[src/rtl/run_check_sequencer_if.sv]
// Debug read port between the run/check sequencer and the dmem / expected-value ROM.
// The sequencer drives the read strobe and addresses; both memories answer one cycle later.
interface run_check_sequencer_if #(
  parameter int IDX_W = 5
) ();
  logic             chk_en;
  logic [31:0]      chk_addr;
  logic [IDX_W-1:0] exp_idx;
  logic [31:0]      chk_rdata;
  logic [31:0]      exp_data;

  modport master (
    output chk_en,
    output chk_addr,
    output exp_idx,
    input  chk_rdata,
    input  exp_data
  );

  modport slave (
    input  chk_en,
    input  chk_addr,
    input  exp_idx,
    output chk_rdata,
    output exp_data
  );
endinterface

[src/rtl/run_check_sequencer.sv]
// Run-and-check sequencer for CPU bring-up: reset the CPU, run it for a bounded time,
// then freeze it and compare a window of dmem against an expected-value ROM.
//
// state   | meaning
// --------+---------------------------------------------------------------
// S_HOLD  | cpu_reset asserted for RESET_CYCLES cycles
// S_RUN   | CPU running; count cycles, watch for idle fetch
// S_CHECK | CPU frozen; issue NUM_WORDS reads, compare one cycle behind
// S_DONE  | results valid and frozen until reset
module run_check_sequencer #(
  parameter int RESET_CYCLES = 10,
  parameter int MAX_CYCLES   = 1000,
  parameter int EARLY_STOP   = 1,
  parameter int IDLE_CYCLES  = 16,
  parameter int NUM_WORDS    = 32,
  parameter int BASE_ADDR    = 0,
  parameter int CNT_W        = 16,
  parameter int IDX_W        = 5
) (
  input  logic                      clk,
  input  logic                      reset,
  input  logic [31:0]               idata,
  output logic                      cpu_reset,
  output logic                      cpu_hold,
  run_check_sequencer_if.master     dbg,
  output logic                      done,
  output logic                      pass,
  output logic [CNT_W-1:0]          fail_count,
  output logic [IDX_W-1:0]          first_fail,
  output logic [CNT_W-1:0]          cycles_used
);

  localparam int HOLD_W = (RESET_CYCLES > 1) ? $clog2(RESET_CYCLES) : 1;
  localparam int IDLE_W = $clog2(IDLE_CYCLES + 1);

  localparam logic [HOLD_W-1:0] HOLD_LAST = HOLD_W'(RESET_CYCLES - 1);
  localparam logic [IDLE_W-1:0] IDLE_HIT  = IDLE_W'(IDLE_CYCLES);
  localparam logic [CNT_W-1:0]  CYC_MAX   = CNT_W'(MAX_CYCLES);
  localparam logic [IDX_W-1:0]  IDX_LAST  = IDX_W'(NUM_WORDS - 1);
  localparam logic [31:0]       ADDR_BASE = 32'(BASE_ADDR);

  typedef enum logic [1:0] {
    S_HOLD,
    S_RUN,
    S_CHECK,
    S_DONE
  } state_t;

  state_t            state;
  logic [HOLD_W-1:0] hold_cnt;
  logic [IDLE_W-1:0] idle_cnt;
  logic [IDLE_W-1:0] idle_nxt;
  logic              run_stop;

  logic              chk_en;
  logic [31:0]       chk_addr;
  logic [IDX_W-1:0]  exp_idx;
  logic              cmp_vld;
  logic [IDX_W-1:0]  cmp_idx;
  logic              mismatch;
  logic [CNT_W-1:0]  fail_nxt;

  assign dbg.chk_en   = chk_en;
  assign dbg.chk_addr = chk_addr;
  assign dbg.exp_idx  = exp_idx;

  // Idle counter saturates so a long idle stretch with early stop disabled cannot wrap.
  always_comb begin
    idle_nxt = '0;
    if (idata == 32'd0) begin
      idle_nxt = (idle_cnt == IDLE_HIT) ? idle_cnt : idle_cnt + 1'b1;
    end
    run_stop = (cycles_used == CYC_MAX) || ((EARLY_STOP != 0) && (idle_nxt == IDLE_HIT));
    mismatch = cmp_vld && (dbg.chk_rdata != dbg.exp_data);
    fail_nxt = fail_count;
    if (mismatch && (fail_count != '1)) begin
      fail_nxt = fail_count + 1'b1;
    end
  end

  always_ff @(posedge clk) begin
    if (reset) begin
      state       <= S_HOLD;
      cpu_reset   <= 1'b1;
      cpu_hold    <= 1'b0;
      chk_en      <= 1'b0;
      chk_addr    <= ADDR_BASE;
      exp_idx     <= '0;
      cmp_vld     <= 1'b0;
      cmp_idx     <= '0;
      done        <= 1'b0;
      pass        <= 1'b0;
      fail_count  <= '0;
      first_fail  <= '0;
      cycles_used <= '0;
      hold_cnt    <= '0;
      idle_cnt    <= '0;
    end else begin
      case (state)
        S_HOLD: begin
          if (hold_cnt == HOLD_LAST) begin
            state       <= S_RUN;
            cpu_reset   <= 1'b0;
            cycles_used <= CNT_W'(1);
          end else begin
            hold_cnt <= hold_cnt + 1'b1;
          end
        end

        S_RUN: begin
          idle_cnt <= idle_nxt;
          if (run_stop) begin
            state    <= S_CHECK;
            cpu_hold <= 1'b1;
            chk_en   <= 1'b1;
          end else begin
            cycles_used <= cycles_used + 1'b1;
          end
        end

        S_CHECK: begin
          cmp_vld <= chk_en;
          cmp_idx <= exp_idx;
          if (chk_en) begin
            if (exp_idx == IDX_LAST) begin
              chk_en <= 1'b0;
            end else begin
              exp_idx  <= exp_idx + 1'b1;
              chk_addr <= chk_addr + 32'd4;
            end
          end
          // Compare trails issue by one cycle; the last compare closes the check.
          if (cmp_vld) begin
            fail_count <= fail_nxt;
            if (mismatch && (fail_count == '0)) begin
              first_fail <= cmp_idx;
            end
            if (cmp_idx == IDX_LAST) begin
              state <= S_DONE;
              done  <= 1'b1;
              pass  <= (fail_nxt == '0);
            end
          end
        end

        S_DONE: begin
          done <= 1'b1;
        end
      endcase
    end
  end

endmodule

[src/flat_wrapper.sv]
// flat-port wrapper written by rule: the top's interface ports become plain ports
module run_check_sequencer_flat 
#(
  parameter int RESET_CYCLES = 10,
  parameter int MAX_CYCLES   = 1000,
  parameter int EARLY_STOP   = 1,
  parameter int IDLE_CYCLES  = 16,
  parameter int NUM_WORDS    = 32,
  parameter int BASE_ADDR    = 0,
  parameter int CNT_W        = 16,
  parameter int IDX_W        = 5
)
  (clk, reset, idata, cpu_reset, cpu_hold, done, pass, fail_count, first_fail, cycles_used, dbg_chk_en, dbg_chk_addr, dbg_exp_idx, dbg_chk_rdata, dbg_exp_data);
  run_check_sequencer_if #(.IDX_W(IDX_W)) dbg_i ();
  input  logic clk;
  input  logic reset;
  input  logic [31:0] idata;
  output logic cpu_reset;
  output logic cpu_hold;
  output logic done;
  output logic pass;
  output logic [CNT_W-1:0] fail_count;
  output logic [IDX_W-1:0] first_fail;
  output logic [CNT_W-1:0] cycles_used;
  output wire logic [$bits(dbg_i.chk_en)-1:0] dbg_chk_en;
  output wire logic [$bits(dbg_i.chk_addr)-1:0] dbg_chk_addr;
  output wire logic [$bits(dbg_i.exp_idx)-1:0] dbg_exp_idx;
  input wire logic [$bits(dbg_i.chk_rdata)-1:0] dbg_chk_rdata;
  input wire logic [$bits(dbg_i.exp_data)-1:0] dbg_exp_data;
  assign dbg_chk_en = dbg_i.chk_en;
  assign dbg_chk_addr = dbg_i.chk_addr;
  assign dbg_exp_idx = dbg_i.exp_idx;
  assign dbg_i.chk_rdata = dbg_chk_rdata;
  assign dbg_i.exp_data = dbg_exp_data;
  run_check_sequencer #(.RESET_CYCLES(RESET_CYCLES), .MAX_CYCLES(MAX_CYCLES), .EARLY_STOP(EARLY_STOP), .IDLE_CYCLES(IDLE_CYCLES), .NUM_WORDS(NUM_WORDS), .BASE_ADDR(BASE_ADDR), .CNT_W(CNT_W), .IDX_W(IDX_W)) u_core (.clk(clk), .reset(reset), .idata(idata), .cpu_reset(cpu_reset), .cpu_hold(cpu_hold), .dbg(dbg_i), .done(done), .pass(pass), .fail_count(fail_count), .first_fail(first_fail), .cycles_used(cycles_used));
endmodule
[config.mk]
export PLATFORM = sky130hd
export DESIGN_NAME = run_check_sequencer_flat
export DESIGN_NICKNAME = d
export VERILOG_FILES = /design/src/rtl/run_check_sequencer_if.sv /design/src/rtl/run_check_sequencer.sv /design/src/flat_wrapper.sv
export SDC_FILE = /design/constraint.sdc
export NUM_CORES = 1
export LEC_CHECK = 0
export ABC_AREA = 1
export BUFFER_PORTS_ARGS = -buffer_cell sky130_fd_sc_hd__buf_2
export CAP_MARGIN = 30
export CORE_MARGIN = 3
export CORE_UTILIZATION = 45
export DETAILED_ROUTE_END_ITERATION = 7
export PLACE_DENSITY = 0.77
export SYNTH_ARGS = -nofsm -noshare
export SYNTH_HDL_FRONTEND = slang
export SYNTH_SLANG_ARGS = --single-unit
[constraint.sdc]
create_clock -name clk -period 3.1 [get_ports clk]
set_input_delay 0.62 -clock clk [delete_from_list [all_inputs] [get_ports clk]]
set_output_delay 0.62 -clock clk [all_outputs]
set_load 0.01 [all_outputs]
## Word-level counts from Yosys, hierarchy flattened

Cells that the tools add are included.
W data, S select, Z words.

| word-level totals | value |
|---|---|
| ROM bits | 0 |
| output and inout bits | 79 |
| bits in latches | 0 |
| input bits | 98 |
| bits in writable memories | 0 |
| memories | 0 |
| register bits | 96 |

| operators by class | value |
|---|---|
| bitwise logic cells | 2 |
| reduce and logical (&&, ||, !) cells | 23 |
| multipliers | 0 |
| equality and inequality tests | 16 |
| $lt $le $gt $ge | 0 |
| multiplexer cells | 18 |
| divide/modulo/power cells | 0 |
| add/sub/neg operators | 6 |
| shift operators | 0 |

Operator list:

| cell | number |
|---|---|
| $mux W16 | 3 |
| $add A16 B1 Y16 const B | 2 |
| $add A32 B3 Y32 const B | 1 |
| $logic_not A16 Y1 | 2 |
| $logic_not A32 Y1 | 1 |
| $ne A32 B32 Y1 | 1 |
| $pmux W16 S2 | 1 |
| $eq A5 B5 Y1 const B | 4 |
| $eq A16 B10 Y1 const B | 1 |
| $ne A16 B16 Y1 const B | 1 |
| $reduce_and A3 Y1 | 5 |
| $add A5 B1 Y5 const B | 2 |
| $mux W5 | 2 |
| $reduce_and A2 Y1 | 5 |
| $mux W2 | 4 |
| $ne A2 B1 Y1 const B | 4 |
| $pmux W2 S3 | 1 |
| $reduce_bool A2 Y1 | 3 |
| $mux W1 | 5 |
| $reduce_and A5 Y1 | 1 |
| $add A4 B1 Y4 const B | 1 |
| $eq A2 B2 Y1 const B | 2 |
| $eq A4 B4 Y1 const B | 1 |
| $pmux W1 S2 | 2 |
| other kinds (7) | 10 |

## Logic depth before layout (Yosys ltp)

Gate-level depths: netlist of the first run.

| depth | value |
|---|---|
| depth in word-level cells | 7 |
| gate-level depth with buffers | 17 |

## Worst setup path before layout of the first run

Ideal clock, no wire load.

| path | value |
|---|---|
| path type | register to register |
| from | register u_core.exp_idx[0] (netlist: u_core.dbg.exp_idx[0]) |
| to | register u_core.chk_addr[29] (netlist: u_core.dbg.chk_addr[29]) |
| required time | 2967 ps |
| buffers on the path | 0 |
| library setup time | 133 ps |
| arrival | 2062 ps |
| cell stages (with the launch flop) | 15 |
| period minus slack after synthesis | 2195 ps |
| slack | 905 ps |
| cells stage by stage | dfxtp_1 > ha_1 > inv_1 > nor3_1 > ha_1 > nor2_4 > nand4_4 > nor2_4 > nand3_2 > nor3_2 > nand3b_1 > nor2_2 > inv_2 > nor3b_1 > nor3_1 |

| on the way | value |
|---|---|
| longest elaborated chain between the ends | 3 |

Ends and longest elaborated chain:

| element | RTL line | text |
|---|---|---|
| start: declaration | run_check_sequencer.sv:57 | `logic [IDX_W-1:0] exp_idx;` |
| start signal: assignment | run_check_sequencer.sv:128 | `exp_idx <= exp_idx + 1'b1;` |
| $eq A5 B5 Y1 | run_check_sequencer.sv:125 | `if (exp_idx == IDX_LAST) begin` |
| $not A1 Y1 (no line) | n/a |  |
| $reduce_and A3 Y1 (no line) | n/a |  |
| end signal: assignment | run_check_sequencer.sv:129 | `chk_addr <= chk_addr + 32'd4;` |
| end: declaration | run_check_sequencer.sv:56 | `logic [31:0] chk_addr;` |

No other way between the ends.
A chain may end at the register's enable or synchronous reset.

## Worst setup path after layout of the first run

| path | value |
|---|---|
| from | register u_core.exp_idx[1] (netlist: u_core.dbg.exp_idx[1]) |
| to | register u_core.chk_addr[29] (netlist: u_core.dbg.chk_addr[29]) |

Same word-level chain as after synthesis.

==> results of run 1 <==
[area by class of cell]
cell class / instances / area [um^2] / share of cell area
clock buffer: 10 / 229 / 0.0317
multi-input combinational: 616 / 3360 / 0.465
timing repair buffer: 180 / 916 / 0.127
clock inverter: 6 / 116 / 0.0161
sequential: 94 / 1880 / 0.261
tap: 172 / 215 / 0.0298
inverter: 133 / 502 / 0.0695
[Yosys cell counts (2+ instances only)]
cell | instances | area, um^2
nor4_1 | 9 | 56.3
inv_1 | 120 | 450
nand3_2 | 4 | 40.0
buf_4 | 3 | 22.5
and3_1 | 2 | 12.5
o21ai_1 | 6 | 30.0
buf_6 | 3 | 33.8
a21oi_1 | 77 | 385
nor2_4 | 6 | 67.6
dfxtp_1 | 94 | 1880
clkbuf_1 | 13 | 48.8
nand3_1 | 37 | 185
o21ai_0 | 57 | 285
o211ai_1 | 3 | 22.5
nor3b_2 | 2 | 25.0
ha_1 | 16 | 200
xor2_1 | 20 | 175
a31oi_1 | 3 | 18.8
nand2_2 | 7 | 43.8
a211oi_1 | 2 | 15.0
buf_1 | 3 | 11.3
xnor2_1 | 26 | 228
buf_2 | 2 | 10.0
nand2_1 | 183 | 687
nor3_2 | 5 | 50.1
nor3_1 | 21 | 105
nand4_1 | 22 | 138
a21oi_2 | 2 | 17.5
nor2_2 | 6 | 37.5
inv_2 | 11 | 41.3
nor2_1 | 81 | 304
nor4_4 | 3 | 63.8
nor3b_1 | 2 | 15.0
[layout by cell type (no fill, tap or decap), drive strengths merged]
cell / n
conb: 2
nor4: 13
o21a: 1
o21ai: 64
xnor2: 26
ha: 16
nand3: 42
nand2: 191
bufinv: 3
nand4: 23
clkbuf: 10
nor3b: 4
a211oi: 3
o21bai: 1
buf: 180
a21oi: 79
o221a: 1
nand3b: 1
dfxtp: 94
nor2: 93
and3: 2
a21boi: 1
nor3: 27
o211ai: 3
xor2: 20
clkinv: 1
a31oi: 3
inv: 135
[worst min path at each step]
stage / to / cells after the start / from
6_report: u_core.hold_cnt[3]$_SDFFE_PP0P_ / 1 / u_core.hold_cnt[3]$_SDFFE_PP0P_
3_5_place_dp: u_core.hold_cnt[3]$_SDFFE_PP0P_ / 1 / u_core.hold_cnt[3]$_SDFFE_PP0P_
2_1_floorplan: u_core.hold_cnt[3]$_SDFFE_PP0P_ / 1 / u_core.hold_cnt[3]$_SDFFE_PP0P_
4_1_cts: u_core.hold_cnt[3]$_SDFFE_PP0P_ / 1 / u_core.hold_cnt[3]$_SDFFE_PP0P_
5_1_grt: u_core.hold_cnt[3]$_SDFFE_PP0P_ / 1 / u_core.hold_cnt[3]$_SDFFE_PP0P_
3_3_place_gp: u_core.cpu_reset$_SDFFE_PP1P_ / 2 / u_core.cpu_reset$_SDFFE_PP1P_
[per-stage QoR]
step,hold WS (ps),util,cell area (um^2)
floorplan,423,-,5870
global placement,444,0.542,6870
detailed placement,448,0.542,6870
CTS,460,0.570,7220
global route,482,0.570,7220
finish,456,0.570,7220
[kinds of logic after synthesis]
logic type,Yosys count,synth area share
flip-flops,94,0.321
buffers and inverters,157,0.107
AND/OR/NAND/NOR,396,0.327
adder cells (fa/ha/maj),16,0.0341
XOR/XNOR,46,0.0687
AO/OA/AOI/OAI,156,0.141
other,1,0.000640
[registers in the layout, indices dropped and copies added, names as in the netlist, 4 cells and up]
signal	cells
u_core.cmp_idx	5
u_core.cycles_used	16
u_core.dbg.chk_addr	30
u_core.dbg.exp_idx	5
u_core.fail_count	16
u_core.first_fail	5
u_core.hold_cnt	4
u_core.idle_cnt	5
[per-layer routing]
layer	GRT usage	part of all wire
met5	0	0
met4	0.0508	0.013
met3	0.0598	0.058
met2	0.339	0.48
met1	0.261	0.45
[power breakdown]
part / total, mW / leakage (nW) / switching (mW) / internal [mW]
Clock: 1.30 / 0.168 / 0.499 / 0.798
Sequential: 1.33 / 0.759 / 0.0549 / 1.28
Combinational: 0.567 / 2.42 / 0.356 / 0.211
[worst register-to-register path: stages (launching register included)]
cell      delay (ps)
dfxtp_1          350
ha_1             220
inv_1             70
nor3_1            50
ha_1             220
nor2_4           270
nand4_4          150
nor2_4           130
nand3_2          120
nor3_2           180
nand3b_1         180
nor2_2           150
inv_2             60
nor3b_1          170
nor3_1            60
==> out/results.txt, run 1 <==
Result of the run -> complete, no violations
Avg Cell Area, Syn -> 6.77 um^2
Ys Warns -> 0
Worst path max stage delay -> 350 ps
Cell Count, Final, Fillers Out -> 1,211
Crit path capture type -> flop
TritonCTS clock tree -> yes
Area Overhead vs Synth -> 23.1%
Slowest-stage cell, CP -> dfxtp_1
Final worst setup slack -> 604 ps
Worst slack at placement -> 633 ps
Overflow after GRT -> 0
Slew Viols, Final -> 0
Die height -> 120 um
Number of fill cells in the layout -> 1,260
DR vias/cell -> 4.90
Critical-path cell list -> ha_1 > inv_1 > nor3_1 > ha_1 > nor2_4 > nand4_4 > nor2_4 > nand3_2 > nor3_2 > nand3b_1 > nor2_2 > inv_2 > nor3b_1 > nor3_1
Crit path max-delay family -> simple AND/OR/NAND/NOR gates
Leak -> 3.34 nW
First-pass GRT wire length -> 24,500 um
RD Place Congestion -> 0.944
RSZ-0062 raised after global routing -> no
Worst R2R End -> u_core.dbg.chk_addr[29]$_SDFFE_PP0P_
Placed Instances -> 1,195
Detailed-route via count -> 5,939
Crit path required time -> 3320 ps
Clock Pin Slew Worst Setup and Hold Paths -> 70 ps
Tightest Pin Transition -> 569 ps
Die span in x -> 120 um
Initial core utilization -> 0.463
CP Max Fanout -> 9
Flop2flop setup slack -> 600 ps
Io pins -> 177
Cell area after synthesis -> 5860 um^2
Total GRT Usage -> 0.204
Initial antenna violation count -> 0
Fmax -> 401 MHz
Reg2reg start -> u_core.dbg.exp_idx[1]$_SDFFE_PP0P_
Layout cell share with drive strength beyond 1 -> 0.240
Crit path to -> u_core.dbg.chk_addr[29]$_SDFFE_PP0P_
PnR Total Power -> 3.19 mW
FFs w/ async S/R, synth -> 0
Maximum vdd drop -> 0.311 mV
# clock sinks -> 94
Initial detailed-routing violation count -> 478
Synth cell types -> 48
Crit path DAT -> 2710 ps
WP depth -> 14
Core ar. -> 12,700 um^2
Post-synth EDFFs -> 0
DRT Wirelength -> 14,500 um
Final setup vio count -> 0
Crit Path Class -> flop to flop
Drt first pass iters -> 7
Crit path from -> u_core.dbg.exp_idx[1]$_SDFFE_PP0P_
Worst min-delay path class -> flop to flop
FP Rows -> 41
Port Buffer Count -> 174
Clk_skew -> 7.59 ps
Setup repair bufs after CTS -> 0
Final ANT Viol Nets -> 0
DRC viols -> 0
Nets -> 1,148
Tmin final -> 2500 ps
Seq cells post-synth -> 94
Critical Path Start Type -> flop
Largest net degree at the start of global routing -> 41
Max_slew headroom -> 0.617
Sum Neg Setup Slack -> 0 ps
Max Cap Viol -> 0
H-tree depth -> 3
Post-cts sizing count -> 0
CTS root buffer -> clkbuf_16
Vias in the first global route -> 5,469
Clk_lat worst skew -> 350 ps
Final Hold Fails -> 0
Die ar. -> 14,400 um^2
Hpwl dp -> 11,100 um
PwrDens -> 443 nW/um^2
CTS Buffer Depth -> 2
WL per Instance -> 12.0 um
Antenna Diode Count -> 0
Tcrit/Tclk final -> 0.805
Cells on worst reg2reg path -> 14
TritonCTS buffer count -> 9
Cells after synthesis -> 866
Main synth FF type -> dfxtp_1
Worst Path Buf+Inv -> 2
Seq/Total Area, Yosys -> 0.321
Hold-fix buffers, CTS -> 0
Power figures use the tool's default switching activity.
==> run 2, diff against run 1 <==
==> constraint.sdc (replaced) <==
create_clock -name clk -period 2.35 [get_ports clk]
set_input_delay 0.47 -clock clk [delete_from_list [all_inputs] [get_ports clk]]
set_output_delay 0.47 -clock clk [all_outputs]
set_load 0.01 [all_outputs]
==> out/results.txt, run 2 (synthesis results as in run 1) <==
Final setup vio count -> 0 (unchanged)
Total GRT Usage -> 0.202 (was 0.204)
Antenna Diode Count -> 0 (unchanged)
Worst path max stage delay -> 340 ps (was 350 ps)
Worst slack at placement -> 34.1 ps (was 633 ps)
Initial core utilization -> 0.463 (unchanged)
Port Buffer Count -> 174 (unchanged)
Fmax -> 435 MHz (was 401 MHz)
TritonCTS buffer count -> 9 (unchanged)
Largest register FFs -> 30 (unchanged)
DR vias/cell -> 4.94 (was 4.90)
Max Cap Viol -> 0 (unchanged)
Max_slew headroom -> 0.618 (was 0.617)
FP Rows -> 41 (unchanged)
Final ANT Viol Nets -> 0 (unchanged)
Final Hold Fails -> 0 (unchanged)
CTS root buffer -> clkbuf_16 (unchanged)
Critical-path cell list -> ha_4 > inv_2 > nor3_2 > ha_2 > nor2_4 > nand3_4 > nor3_4 > nand3_2 > nor4_4 > buf_4 > inv_2 > nor2_4 > a21oi_2 > a211oi_2 (was ha_1 > inv_1 > nor3_1 > ha_1 > nor2_4 > nand4_4 > nor2_4 > nand3_2 > nor3_2 > nand3b_1 > nor2_2 > inv_2 > nor3b_1 > nor3_1)
Detailed-route via count -> 6,074 (was 5,939)
Top reg by flops -> u_core.dbg.chk_addr (unchanged)
Most frequent cells in the layout -> nand2_1, buf_2, inv_1 (unchanged)
Commonest non-fill, non-tap cell in the layout -> nand2_1 (unchanged)
Worst min-delay path class -> flop to flop (unchanged)
Overflow after GRT -> 0 (unchanged)
Die ar. -> 14,400 um^2 (unchanged)
Area of placed instances -> 7000 um^2 (was 6870 um^2)
CTS Buffer Depth -> 2 (unchanged)
Leak -> 3.47 nW (was 3.34 nW)
Io pins -> 177 (unchanged)
Hpwl dp -> 11,300 um (was 11,100 um)
DRC viols -> 0 (unchanged)
Post-Layout Inst Area -> 7430 um^2 (was 7220 um^2)
Slew Viols, Final -> 0 (unchanged)
Initial detailed-routing violation count -> 356 (was 478)
Tcrit/Tclk final -> 0.978 (was 0.805)
TritonCTS clock tree -> yes (unchanged)
Clk_skew -> 10.8 ps (was 7.59 ps)
Nets -> 1,166 (was 1,148)
# clock sinks -> 94 (unchanged)
Layout cell share with drive strength beyond 1 -> 0.264 (was 0.240)
Die span in x -> 120 um (unchanged)
Clk_lat worst skew -> 350 ps (about the same)
Largest regs -> u_core.dbg.chk_addr: 30 flops, u_core.cycles_used: 16 flops, u_core.fail_count: 16 flops (unchanged)
Core ar. -> 12,700 um^2 (unchanged)
Result of the run -> complete, no violations (unchanged)
Largest net degree at the start of global routing -> 44 (was 41)
First-pass GRT wire length -> 24,300 um (was 24,500 um)
Crit path DAT -> 2580 ps (was 2710 ps)
RD Place Congestion -> 0.906 (was 0.944)
Area Overhead vs Synth -> 26.8% (was 23.1%)
Drt first pass iters -> 5 (was 7)
Hold-fix buffers, CTS -> 0 (unchanged)
Critical Path Start Type -> flop (unchanged)
RSZ-0062 raised after global routing -> yes (was no)
Die height -> 120 um (unchanged)
PwrDens -> 545 nW/um^2 (was 443 nW/um^2)
Initial antenna violation count -> 0 (unchanged)
Maximum vdd drop -> 0.420 mV (was 0.311 mV)
Crit Path Class -> flop to flop (unchanged)
Tightest Pin Transition -> 568 ps (was 569 ps)
Vias in the first global route -> 5,482 (was 5,469)
H-tree depth -> 3 (unchanged)
Slowest-stage cell, CP -> dfxtp_2 (was dfxtp_1)
Crit path required time -> 2630 ps (was 3320 ps)
WL per Instance -> 11.9 um (was 12.0 um)
DRT Wirelength -> 14,700 um (was 14,500 um)
Final worst setup slack -> 52.3 ps (was 604 ps)
Tmin final -> 2300 ps (was 2500 ps)
Clock Pin Slew Worst Setup and Hold Paths -> 70 ps (about the same)
Crit path capture type -> flop (unchanged)
CP Max Fanout -> 5 (was 9)
==> run 2: what timing repair did <==
item | CTS | global route
setup buffers | 0 | 6
gates resized for setup | 0 | 17
hold endpoints to repair | 0 | 0
setup endpoints to repair | 0 | 13
==> run 2: power by group <==
part	internal [mW]	switching, mW	total, mW
Combinational	0.299	0.478	0.777
Clock	0.849	0.673	1.52
Sequential	1.68	0.0732	1.76
Total	2.83	1.22	4.05
==> run 2: routing by layer <==
layer | GRT usage | vias to the layer above | part of all wire
li1 | - | 3168 | -
met1 | 0.246 | 2701 | 0.44
met2 | 0.346 | 177 | 0.48
met3 | 0.0490 | 28 | 0.062
met4 | 0.0759 | 0 | 0.022
met5 | 0 | - | 0
==> run 2: path summary, 6_finish.rpt <==
kind                                                         start                                   end  slack, ps  cells after the start
worst max-delay path            u_core.dbg.exp_idx[1]$_SDFFE_PP0P_  u_core.dbg.chk_addr[18]$_SDFFE_PP0P_         50                     14
worst min register to register       u_core.cpu_reset$_SDFFE_PP1P_         u_core.cpu_reset$_SDFFE_PP1P_        470                      2
worst min-delay path                 u_core.cpu_reset$_SDFFE_PP1P_         u_core.cpu_reset$_SDFFE_PP1P_        470                      2
worst max register to register  u_core.dbg.exp_idx[1]$_SDFFE_PP0P_  u_core.dbg.chk_addr[18]$_SDFFE_PP0P_         50                     14
==> run 2: critical path, delay by kind of cell, from the launching register on <==
kind,cells,cell delay (ps)
AOI/OAI and AO/OA,2,190
adders and majority gates,2,360
buffers and inverters,3,250
DFF,1,340
and+or+nand+nor,7,1080
==> run 2: per-stage QoR <==
stage	TNS [ps]	std cells	hold WS (ps)	util	power, mW
6_report	0	1229	466	0.587	4.05
5_1_grt	-199	1229	484	0.587	4.28
4_1_cts	0	1223	470	0.577	4.10
3_5_place_dp	0	1207	458	0.552	2.57
3_3_place_gp	0	1207	446	0.552	2.54
2_1_floorplan	0	867	423	-	2.33
==> run 2: layout make-up <==
type                            instances  area (um^2)
Clock buffer                            9          225
Clock inverter                          7         90.1
Fill cell                            1240         5240
Inverter                              133          502
Multi-Input combinational cell        616         3430
Sequential cell                        94         1880
Tap cell                              172          215
Timing Repair Buffer                  198         1090
